`config.mk`:
```
export PLATFORM = sky130hd
export DESIGN_NAME = maxnet_iter_ctrl_flat
export DESIGN_NICKNAME = d
export VERILOG_FILES = /design/src/rtl/maxnet_pkg.sv /design/src/rtl/maxnet_iter_ctrl_if.sv /design/src/rtl/nz_eval.sv /design/src/rtl/maxnet_iter_ctrl.sv /design/src/flat_wrapper.sv
export SDC_FILE = /design/constraint.sdc
export NUM_CORES = 1
export LEC_CHECK = 0
export CAP_MARGIN = 20
export CORE_UTILIZATION = 45
export DETAILED_ROUTE_END_ITERATION = 8
export GPL_ROUTABILITY_DRIVEN = 0
export PLACE_DENSITY_LB_ADDON = 0.1
export RECOVER_POWER = 25
export SETUP_SLACK_MARGIN = 0.1
export SLEW_MARGIN = 15
export SYNTH_ARGS = -nofsm -noshare
export SYNTH_HDL_FRONTEND = slang
export SYNTH_SLANG_ARGS = --single-unit
```
`constraint.sdc`:
```
create_clock -name clk -period 3.3 [get_ports clk]
set_clock_uncertainty 0.1 [all_clocks]
set_input_delay 0.66 -clock clk [delete_from_list [all_inputs] [get_ports clk]]
set_output_delay 0.66 -clock clk [all_outputs]
set_load 0.05 [all_outputs]
```
`src/rtl/maxnet_pkg.sv`:
```
// Shared definitions for the Maxnet iteration controller.
//   iter_state_t     : controller state encoding
//   MAXNET_N         : default neuron count
//   MAXNET_MAX_ITER  : default pass limit before timeout
//   clog2()          : ceil(log2(v)), minimum 1, usable in constant expressions
package maxnet_pkg;

  localparam int unsigned MAXNET_N        = 4;
  localparam int unsigned MAXNET_MAX_ITER = 15;

  typedef enum logic [2:0] {
    StIdle = 3'd0,
    StInit = 3'd1,
    StRun  = 3'd2,
    StWait = 3'd3,
    StEval = 3'd4,
    StFeed = 3'd5,
    StFin  = 3'd6
  } iter_state_t;

  // Minimum of 1 so that a width derived from it is never zero.
  function automatic int unsigned clog2(input int unsigned v);
    int unsigned r;
    r = 1;
    for (int i = 1; i < 32; i++) begin
      if ((64'(1) << i) < 64'(v)) r = i + 1;
    end
    return r;
  endfunction

endpackage

```
`src/rtl/maxnet_iter_ctrl_if.sv`:
```
// Signal bundle between the Maxnet iteration controller and its surroundings
// (host, PLU controller and activation datapath).
//   master : the controller  -- drives strobes, status and results
//   slave  : the environment -- drives start, plu_done and act_nz
interface maxnet_iter_ctrl_if
  import maxnet_pkg::*;
#(
  parameter int unsigned N   = MAXNET_N,
  parameter int unsigned ITW = 4
);

  localparam int unsigned IW = clog2(N);

  logic           start;
  logic           init_ld;
  logic           plu_start;
  logic           plu_done;
  logic [N-1:0]   act_nz;
  logic           fb_ld;
  logic           busy;
  logic           done;
  logic [IW-1:0]  winner;
  logic           no_winner;
  logic           timeout;
  logic [ITW-1:0] iter_cnt;

  modport master (
    input  start, plu_done, act_nz,
    output init_ld, plu_start, fb_ld, busy, done, winner, no_winner, timeout, iter_cnt
  );

  modport slave (
    output start, plu_done, act_nz,
    input  init_ld, plu_start, fb_ld, busy, done, winner, no_winner, timeout, iter_cnt
  );

endinterface

```
`src/rtl/nz_eval.sv`:
```
// Combinational evaluation of the per-neuron nonzero flags.
//   act_nz : N flags, bit i set when neuron i is still active
//   cnt    : number of set flags
//   idx    : index of the lowest set flag (0 when none set)
module nz_eval
  import maxnet_pkg::*;
#(
  parameter int unsigned N = MAXNET_N
) (
  input  logic [N-1:0]           act_nz,
  output logic [clog2(N+1)-1:0]  cnt,
  output logic [clog2(N)-1:0]    idx
);

  localparam int unsigned CW = clog2(N + 1);
  localparam int unsigned IW = clog2(N);

  always_comb begin
    cnt = '0;
    for (int i = 0; i < int'(N); i++) begin
      cnt = cnt + CW'(act_nz[i]);
    end
  end

  // Scan downward so the lowest set bit is the last one written.
  always_comb begin
    idx = '0;
    for (int i = int'(N) - 1; i >= 0; i--) begin
      if (act_nz[i]) idx = IW'(i);
    end
  end

endmodule

```
`src/rtl/maxnet_iter_ctrl.sv`:
```
// Maxnet iteration controller: runs the PLU pass by pass until one neuron
// survives, all die, or MAX_ITER passes have been made.
//   clk  : system clock, rising edge
//   rst  : synchronous active-high reset, aborts a run without done
//   bus  : master side of maxnet_iter_ctrl_if
//          in : start, plu_done, act_nz
//          out: init_ld, plu_start, fb_ld, busy, done (Moore strobes)
//               winner, no_winner, timeout, iter_cnt (registered results)
module maxnet_iter_ctrl
  import maxnet_pkg::*;
#(
  parameter int unsigned N        = MAXNET_N,
  parameter int unsigned MAX_ITER = MAXNET_MAX_ITER,
  parameter int unsigned ITW      = 4
) (
  input  logic                clk,
  input  logic                rst,
  maxnet_iter_ctrl_if.master  bus
);

  localparam int unsigned CW = clog2(N + 1);
  localparam int unsigned IW = clog2(N);
  localparam logic [ITW-1:0] MaxIter = ITW'(MAX_ITER);

  iter_state_t state_q, state_d;

  logic [CW-1:0]  cnt;
  logic [IW-1:0]  idx;

  logic [ITW-1:0] iter_cnt_q, iter_cnt_d, iter_inc;
  logic [IW-1:0]  winner_q, winner_d;
  logic           no_winner_q, no_winner_d;
  logic           timeout_q, timeout_d;

  logic           is_one, is_zero, at_limit;
  logic           init_ld, plu_start, fb_ld, busy, done;

  nz_eval #(
    .N (N)
  ) u_nz_eval (
    .act_nz (bus.act_nz),
    .cnt    (cnt),
    .idx    (idx)
  );

  // Saturating pass count; the FSM stops at MAX_ITER, saturation is a backstop.
  assign iter_inc = (iter_cnt_q == MaxIter) ? iter_cnt_q : iter_cnt_q + ITW'(1);
  assign is_one   = (cnt == CW'(1));
  assign is_zero  = (cnt == '0);
  assign at_limit = (iter_inc == MaxIter);

  // State register
  always_ff @(posedge clk) begin
    if (rst) begin
      state_q <= StIdle;
    end else begin
      state_q <= state_d;
    end
  end

  // Next-state logic
  always_comb begin
    state_d = state_q;
    case (state_q)
      StIdle: if (bus.start) state_d = StInit;
      StInit: state_d = StRun;
      StRun:  state_d = StWait;
      StWait: if (bus.plu_done) state_d = StEval;
      StEval: begin
        if (is_one || is_zero || at_limit) state_d = StFin;
        else                               state_d = StFeed;
      end
      StFeed: state_d = StRun;
      StFin:  state_d = StIdle;
      default: state_d = StIdle;
    endcase
  end

  // Moore outputs
  always_comb begin
    init_ld   = 1'b0;
    plu_start = 1'b0;
    fb_ld     = 1'b0;
    done      = 1'b0;
    busy      = (state_q != StIdle);
    case (state_q)
      StInit:  init_ld   = 1'b1;
      StRun:   plu_start = 1'b1;
      StFeed:  fb_ld     = 1'b1;
      StFin:   done      = 1'b1;
      default: ;
    endcase
  end

  // Result registers: cleared in INIT, written once per pass in EVAL.
  always_comb begin
    iter_cnt_d  = iter_cnt_q;
    winner_d    = winner_q;
    no_winner_d = no_winner_q;
    timeout_d   = timeout_q;
    if (state_q == StInit) begin
      iter_cnt_d  = '0;
      winner_d    = '0;
      no_winner_d = 1'b0;
      timeout_d   = 1'b0;
    end else if (state_q == StEval) begin
      iter_cnt_d = iter_inc;
      if (is_one)        winner_d    = idx;
      else if (is_zero)  no_winner_d = 1'b1;
      else if (at_limit) timeout_d   = 1'b1;
    end
  end

  always_ff @(posedge clk) begin
    if (rst) begin
      iter_cnt_q  <= '0;
      winner_q    <= '0;
      no_winner_q <= 1'b0;
      timeout_q   <= 1'b0;
    end else begin
      iter_cnt_q  <= iter_cnt_d;
      winner_q    <= winner_d;
      no_winner_q <= no_winner_d;
      timeout_q   <= timeout_d;
    end
  end

  assign bus.init_ld   = init_ld;
  assign bus.plu_start = plu_start;
  assign bus.fb_ld     = fb_ld;
  assign bus.busy      = busy;
  assign bus.done      = done;
  assign bus.winner    = winner_q;
  assign bus.no_winner = no_winner_q;
  assign bus.timeout   = timeout_q;
  assign bus.iter_cnt  = iter_cnt_q;

endmodule

```
`src/flat_wrapper.sv`:
```
// flat-port wrapper written by rule: the top's interface ports become plain ports
module maxnet_iter_ctrl_flat import maxnet_pkg::*;
#(
  parameter int unsigned N        = MAXNET_N,
  parameter int unsigned MAX_ITER = MAXNET_MAX_ITER,
  parameter int unsigned ITW      = 4
)
  (clk, rst, bus_start, bus_plu_done, bus_act_nz, bus_init_ld, bus_plu_start, bus_fb_ld, bus_busy, bus_done, bus_winner, bus_no_winner, bus_timeout, bus_iter_cnt);
  maxnet_iter_ctrl_if #(.N(N), .ITW(ITW)) bus_i ();
  input  logic clk;
  input  logic rst;
  input wire logic [$bits(bus_i.start)-1:0] bus_start;
  input wire logic [$bits(bus_i.plu_done)-1:0] bus_plu_done;
  input wire logic [$bits(bus_i.act_nz)-1:0] bus_act_nz;
  output wire logic [$bits(bus_i.init_ld)-1:0] bus_init_ld;
  output wire logic [$bits(bus_i.plu_start)-1:0] bus_plu_start;
  output wire logic [$bits(bus_i.fb_ld)-1:0] bus_fb_ld;
  output wire logic [$bits(bus_i.busy)-1:0] bus_busy;
  output wire logic [$bits(bus_i.done)-1:0] bus_done;
  output wire logic [$bits(bus_i.winner)-1:0] bus_winner;
  output wire logic [$bits(bus_i.no_winner)-1:0] bus_no_winner;
  output wire logic [$bits(bus_i.timeout)-1:0] bus_timeout;
  output wire logic [$bits(bus_i.iter_cnt)-1:0] bus_iter_cnt;
  assign bus_i.start = bus_start;
  assign bus_i.plu_done = bus_plu_done;
  assign bus_i.act_nz = bus_act_nz;
  assign bus_init_ld = bus_i.init_ld;
  assign bus_plu_start = bus_i.plu_start;
  assign bus_fb_ld = bus_i.fb_ld;
  assign bus_busy = bus_i.busy;
  assign bus_done = bus_i.done;
  assign bus_winner = bus_i.winner;
  assign bus_no_winner = bus_i.no_winner;
  assign bus_timeout = bus_i.timeout;
  assign bus_iter_cnt = bus_i.iter_cnt;
  maxnet_iter_ctrl #(.N(N), .MAX_ITER(MAX_ITER), .ITW(ITW)) u_core (.clk(clk), .rst(rst), .bus(bus_i));
endmodule
```
# After elaboration in Yosys (flattened, before gate mapping)
# Cells that the tools add are included.
dict set report word_totals {
  output_inout_bits 13
  elab_cells 46
  inputBits 8
  register_bits 11
}
dict set report classes {
  n_mux 13
  add_sub_neg 4
  bitwise_logic 2
  reduce_logical 11
  eq_ne 11
}
# operator n
set op_table {}
lappend op_table {{$pmux 3 s5} 1}
lappend op_table {{$mux 2} 5}
lappend op_table {{$eq 3x3->1 const B} 3}
lappend op_table {{$eq 4x4->1 const B} 2}
lappend op_table {{$eq 3x1->1 const B} 2}
lappend op_table {{$eq 3x2->1 const B} 2}
lappend op_table {{$logic_not 3->1} 2}
lappend op_table {{$mux 3} 2}
lappend op_table {{$add 4x1->4 const B} 1}
lappend op_table {{$mux 1} 4}
lappend op_table {{$mux 4} 1}
lappend op_table {{$ne 2x2->1 const B} 2}
lappend op_table {{$reduce_and 2->1} 2}
lappend op_table {{$reduce_and 4->1} 1}
lappend op_table {{$reduce_or 2->1} 2}
lappend op_table {{$add 2x1->3} 1}
lappend op_table {{$add 3x1->3} 1}
lappend op_table {{$reduce_and 3->1} 1}
lappend op_table {{$reduce_bool 3->1} 1}
lappend op_table {{$add 1x1->2} 1}
lappend op_table {{$logic_or 1x1->1} 2}
lappend op_table {{$not 1->1} 2}

# Depth between registers and ports, before layout
# Gate-level depths: netlist of run 1.
dict set report logic_depth {
  word_depth 8
  depth_mapped 9
  depth_no_buf 9
}

# Modules after synthesis
# From an unflattened synthesis of run 1, not the netlist that was laid out.
dict set report unflattened {
  hier_cells 81
  area_unflattened_um2 711.9
}
# mod instances cells_per_inst area_each_um2 seq_area_each_um2
set by_module_without_submodules {}
lappend by_module_without_submodules {maxnet_iter_ctrl 1 69 624.3 220.2}
lappend by_module_without_submodules {nz_eval 1 12 87.6 0.0}

# Least setup slack after synthesis of run 1
# Ideal clock, no wire load.
dict set report synth_timing {
  path_kind {input to register}
  start {in bus_act_nz[0]}
  end {reg u_core.winner_q[1], in the netlist u_core.bus.winner[1]}
  required_ns 3.134
  setup_ns 0.066
  stages 9
  n_path_buf 0
  setup_slack_ns 0.385
  t_arrival_ns 2.749
  cell_sequence {inv_1 fa_1 inv_1 ha_1 ha_1 nor2_1 nand3_2 or4_4 a21oi_2}
}
dict set report synth_via {
  elab_chain_len 5
  word_cells_on_any_way 6
  classes_between {3 x add/sub; 1 x eq/ne; 1 x mux; 1 x reduce/logical}
}
# element line_no
set synth_lines {}
lappend synth_lines {{start, declared} flat_wrapper.sv:14} ;# input wire logic [$bits(bus_i.act_nz)-1:0] bus_act_nz;
lappend synth_lines {{$add 1x1->2} nz_eval.sv:21} ;# cnt = cnt + CW'(act_nz[i]);
lappend synth_lines {{$add 2x1->3} nz_eval.sv:21}
lappend synth_lines {{$add 3x1->3} nz_eval.sv:21}
lappend synth_lines {{$eq 3x1->1} maxnet_iter_ctrl.sv:48} ;# assign is_one = (cnt == CW'(1));
lappend synth_lines {{$reduce_and 2->1 (no line)} --}
lappend synth_lines {{end signal, assigned} maxnet_iter_ctrl.sv:122} ;# winner_q <= winner_d;
lappend synth_lines {{end, declared} maxnet_iter_ctrl.sv:31} ;# logic [IW-1:0] winner_q, winner_d;
# Parallel ways exist; a longest one is shown, timed or not.
# A chain may end at the register's enable or synchronous reset.

# Worst setup path after layout of run 1
# Same ends and word-level chain as after synthesis.

==> flow_summary.json, run 1 <==
{
  "status": "complete, no violations",
  "crit_path_end_kind": "register",
  "syn2layout_area_growth_pct": 32.7,
  "wire_per_inst_um": 11.8,
  "clk_pin_slew_ns": 0.06,
  "via_per_inst": 5.44,
  "initial_utilization_pct": 51.4,
  "synthTopCellsByArea": "dfxtp_1 31%, a21oi_1 5.6%, ha_1 5.3%",
  "syn_area_per_cell_um2": 9.00,
  "synthMuxAreaShare_pct": 0,
  "min_to": "u_core.bus.winner[0]",
  "die_y_um": 41.7,
  "vdd_drop_max_uv": 261,
  "hp-start": "u_core.bus.winner[0]",
  "slew_viol_final": 0,
  "p_per_area_nw_per_um2": 376,
  "htree_num_levels": 1,
  "cp-start-kind": "input port",
  "mostFrequentLayoutCells": "19 x clkdlybuf4s50_1, 11 x dfxtp_1, 8 x a21oi_1",
  "finalCritPeriodShare_pct": 92.9,
  "dp.cells": 112,
  "synth-simple-area-share_pct": 33.5,
  "path_cells": "clkdlybuf4s50_1, inv_1, fa_1, inv_1, ha_1, ha_1, nor2_2, nand3_2, or4_4, a21oi_2",
  "wl_um": 1370,
  "route.met3.wl_um": 72,
  "slowest_delay_ns": 0.54,
  "clock_path_buffers": 2,
  "die-width_um": 41.7,
  "dp_hpwl_um": 1060,
  "layout_setup_ws_ns": 0.235,
  "final_common_cell": "clkdlybuf4s50_1",
  "wirelength_met1_um": 656,
  "grt_antenna_before_repair": 0,
  "slew_headroom_pct": 66.6,
  "first_pass_iters": 3,
  "drv_cap": 0,
  "cts_tree": "yes",
  "crit_type": "in -> reg",
  "synth_xor_area_share_pct": 1.23,
  "leakagePower_uw": 0.000366,
  "overflow": 0,
  "nets": 114,
  "period_needed_ns": 3.06,
  "port_buffers": 20,
  "track_usage_pct": 16.1,
  "hold_viol": 0,
  "synth_top_family_by_area": "simple AND/OR/NAND/NOR gates",
  "critPathSlowestCell": "fa_1",
  "worst_hold_path.num_cells": 2,
  "layout.cells.non_filler": 116,
  "route.top_layer_used": "met3",
  "rsz0062_at_grt": "false",
  "drive_above_1_share_pct": 15.8,
  "synth_flop_cell": "dfxtp_1",
  "ys.warnings.count": 0,
  "root_buffer": "clkbuf_4",
  "grt_pass1_vias": 574,
  "fillCellCount": 130,
  "synth_edf_count": 0,
  "coreArea_um2": 1380,
  "ys_seq_area_share_pct": 31.0,
  "worst_slew_pin_slew_ns": 0.502,
  "reg2reg_slack_ns": 1.31,
  "setup_viol": 0,
  "dieArea_um2": 1740,
  "antennaDiodeCount": 0,
  "rows": 13,
  "synth_cells": 79,
  "synth-compound-area-share_pct": 18.8,
  "r2r-start": "u_core.bus.iter_cnt[0]",
  "grt_pass1_wl_um": 2260,
  "synth_nets": 91,
  "fmax_ghz": 0.326,
  "syn_area_um2": 711,
  "wl_met2_um": 643,
  "yosys.area.top_type": "dfxtp_1",
  "yosysTopAreaCellShare_pct": 31.0,
  "ant_nets": 0,
  "drc": 0,
  "drt_iter0_drc": 5,
  "yosys_register_bits": 11,
  "r2r_end": "u_core.state_q[0]",
  "hold_class": "reg -> reg",
  "multi_input_area_um2": 440,
  "cts_buffers": 3,
  "synthDistinctLibCells": 36,
  "io_pins": 21,
  "grt_start_max_net_pins": 14,
  "seq_area_um2": 220,
  "postLayoutCoreUtil_pct": 68.2,
  "r2r_cells": 5,
  "clock_insertion_delay_worst_skew_ns": 0.26,
  "critPathRequiredTime_ns": 3.39,
  "synth_adder_area_share_pct": 8.10,
  "clkSinkCount": 11,
  "arrival_ns": 3.16,
  "cp_max_fo": 2,
  "vias": 631,
  "dp_slack_ns": -0.0601,
  "setup_tns_ns": 0,
  "async_flop_share_pct": 0
}
-- flip-flops by register name, indices dropped and copies added, names as in the netlist --
signal / flops
u_core.bus.winner: 2
u_core.bus.iter_cnt: 4
u_core.bus.no_winner: 1
u_core.bus.timeout: 1
u_core.state_q: 3
-- metrics by stage --
stage               instance area, um^2  total power [uW]  hold slack, ns
finish                              943               355           0.357
global route                        943               374           0.403
CTS                                 941               356           0.368
detailed placement                  915               270           0.360
global placement                    915               268           0.340
floorplan                           711               237           0.513
-- Yosys cell counts, drive strengths merged, types with 2 or more instances --
cell    number
inv          6
and4bb       2
ha           3
nor3b        3
nor3         3
nor2         7
dfxtp       11
nand2        6
and3b        2
a21oi        9
nand3        4
clkbuf       2
buf          2
-- timing repair --
action                                  in CTS  in global routing
hold buffers                                 0                  0
gates resized for setup                      0                  1
endpoints found under the setup margin       0                  1
setup buffers                                0                  0
-- cells by family after synthesis --
kind of cell / count (synthesis)
and+or+nand+nor: 36
AOI/OAI and AO/OA: 17
DFF: 11
buffers and inverters: 10
adders and majority gates: 4
xor gates and xnor gates: 1
-- per-layer routing --
metal,up-vias,GRT usage [%]
li1,327,-
met1,288,20.4
met2,16,28.1
met3,0,5.22
met4,0,0
met5,-,0
-- worst max-delay path by stage --
stage / cells after the start / startpoint / slack, ns / to
final: 10 / bus_act_nz[0] / 0.24 / u_core.bus.winner[1]
after CTS: 10 / bus_act_nz[0] / 0.19 / u_core.bus.winner[1]
after floorplan: 9 / bus_act_nz[0] / 0.39 / u_core.bus.winner[1]
after detailed placement: 10 / bus_act_nz[0] / -0.06 / u_core.bus.winner[1]
after global placement: 10 / bus_act_nz[0] / 0.001 / u_core.bus.winner[1]
after global routing: 10 / bus_act_nz[0] / 0.13 / u_core.bus.winner[1]
-- area by class of cell --
type                            instances  share of cell area [%]
Inverter                                6                    2.39
Multi-Input combinational cell         58                    46.7
Clock buffer                            4                    2.79
Timing Repair Buffer                   22                    22.8
Sequential cell                        11                    23.3
Tap cell                               15                    1.99
-- where the power goes --
part / switching, uW / internal, uW / leakage, uW
Sequential: 17.6 / 138 / 0.0000892
Clock: 40.8 / 46.7 / 0.0000150
Combinational: 61.8 / 49.8 / 0.000262
-- critical path, delay by kind of cell --
kind | cells | cell delay [ns]
adder cells (fa/ha/maj) | 3 | 1.00
AND/OR/NAND/NOR | 3 | 0.74
AO/OA/AOI/OAI | 1 | 0.15
buffers and inverters | 3 | 0.61
(Power assumes the default switching activity.)
==> run 2, diff against run 1 <==
CORE_UTILIZATION = 42   (was 45)
==> run 2 against run 1 <==
  * Cell count rose by 0.86%
  * Sequential share of layout area barely moved
  * Die area is 6.8% higher
  * Worst hold slack gained 0.0014 ns
  * Global-route usage up 2.2 points
  * Final area is 0.13% higher
  * Clock power is 10% higher
  * Register-to-register slack better by 0.04 ns
  * Critical endpoint unchanged
  * Largest cell class unchanged
  * Highest routed layer is now met4
==> flow_summary.json, run 2 (same netlist as run 1, synthesis figures left out) <==
{
  "io_pins": 21,
  "setup_tns_ns": 0,
  "largest_reg_flops": 4,
  "vdd_drop_max_uv": 279,
  "crit_path_end_kind": "register",
  "ctsHoldBuffers": 0,
  "syn2layout_area_growth_pct": 32.9,
  "nets": 114,
  "slew_headroom_pct": 64.7,
  "fillCellCount": 135,
  "grt_start_max_net_pins": 14,
  "initial_utilization_pct": 46.1,
  "p_per_area_nw_per_um2": 384,
  "leakagePower_uw": 0.000366,
  "cp_max_fo": 2,
  "grt_antenna_before_repair": 0,
  "via_per_inst": 5.52,
  "hold_class": "reg -> reg",
  "drive_above_1_share_pct": 15.8,
  "clock_insertion_delay_worst_skew_ns": 0.27,
  "root_buffer": "clkbuf_4",
  "drv_cap": 0,
  "antennaDiodeCount": 0,
  "finalCritPeriodShare_pct": 92.2,
  "drc": 0,
  "clock_path_buffers": 2,
  "crit_type": "in -> reg",
  "whs_ns": 0.359,
  "setup_viol": 0,
  "grt_pass1_vias": 560,
  "period_needed_ns": 3.04,
  "cp-start-kind": "input port",
  "wire_per_inst_um": 12.0,
  "ant_nets": 0,
  "hold_viol": 0,
  "arrival_ns": 3.15,
  "port_buffers": 20,
  "die_y_um": 43.1,
  "cts_buffers": 3,
  "coreArea_um2": 1540,
  "multi_input_area_um2": 440,
  "vias": 646,
  "worst_slew_pin_slew_ns": 0.530,
  "clk_pin_slew_ns": 0.08,
  "track_usage_pct": 18.3,
  "overflow": 0,
  "die-width_um": 43.1,
  "drt_iter0_drc": 5,
  "cts_tree": "yes",
  "dieArea_um2": 1860,
  "clkSinkCount": 11,
  "grt_pass1_wl_um": 2480,
  "dp_hpwl_um": 1050,
  "first_pass_iters": 4,
  "postLayoutCoreUtil_pct": 61.3,
  "htree_num_levels": 1,
  "p_total_uw": 363,
  "rows": 14,
  "final_common_cell": "clkdlybuf4s50_1",
  "rsz0062_at_grt": "false",
  "status": "complete, no violations",
  "mostFrequentLayoutCells": "19 x clkdlybuf4s50_1, 11 x dfxtp_1, 8 x a21oi_1",
  "seq_area_um2": 220,
  "wl_um": 1400,
  "critPathRequiredTime_ns": 3.41,
  "slew_viol_final": 0,
  "fmax_ghz": 0.329
}
-- run 2: cell counts in the layout (fill, tap and decap cells not counted) --
No cell type changed its count.
-- run 2: per-layer routing --
metal | up-vias | global-route usage (%) | share of wire (%)
li1 | 329 | - | -
met1 | 300 | 22.1 | 49
met2 | 15 | 28.4 | 45
met3 | 2 | 5.11 | 3.7
met4 | 0 | 10.9 | 2.1
met5 | - | 0 | 0
-- run 2: through the flow --
step                cell area [um^2]  std cells  setup WS [ns]
finish                           945        117          0.259
global route                     945        117          0.112
CTS                              942        117          0.226
detailed placement               916        113        -0.0612
global placement                 916        113       -0.00459
floorplan                        711         79          0.385
-- run 2: path summary, 6_finish.rpt --
kind | cells after the start | endpoint | slack, ns | from
max reg2reg | 5 | u_core.state_q[0] | 1.35 | u_core.bus.iter_cnt[0]
max | 10 | u_core.bus.winner[1] | 0.26 | bus_act_nz[0]
min | 2 | u_core.bus.winner[0] | 0.36 | u_core.bus.winner[0]
min reg2reg | 2 | u_core.bus.winner[0] | 0.36 | u_core.bus.winner[0]
-- run 2: where the power goes --
| part | total [uW] | internal (uW) | switching [uW] |
|---|---|---|---|
| logic | 111 | 49.8 | 60.9 |
| registers | 155 | 138 | 17.7 |
| clock network | 96.6 | 46.9 | 49.8 |
-- run 2: final cells by class --
| type | count | share of cell area (%) |
|---|---|---|
| multi-input combinational | 58 | 46.6 |
| sequential | 11 | 23.3 |
| timing repair buffer | 22 | 22.8 |
| clock buffer | 4 | 2.78 |
| inverter | 6 | 2.38 |
| tap | 16 | 2.12 |
-- run 2: repair_timing --
action                                  4_1_cts  5_1_grt
buffers inserted                              0        0
endpoints found under the setup margin        0        1
resized for setup                             0        1
-- run 2: worst max-delay path, cell delays in order --
cell and delay, ns:
clkdlybuf4s50_1 0.48, inv_1 0.07, fa_1 0.53, inv_1 0.05, ha_1 0.17, ha_1 0.30
nor2_2 0.15, nand3_2 0.10, or4_4 0.50, a21oi_2 0.14
==> run 3, diff against run 2 <==
CORE_UTILIZATION = 45   (was 42)
==> results of run 3 <==
No change in the layout: final DEF, timing and power equal those of run 1.
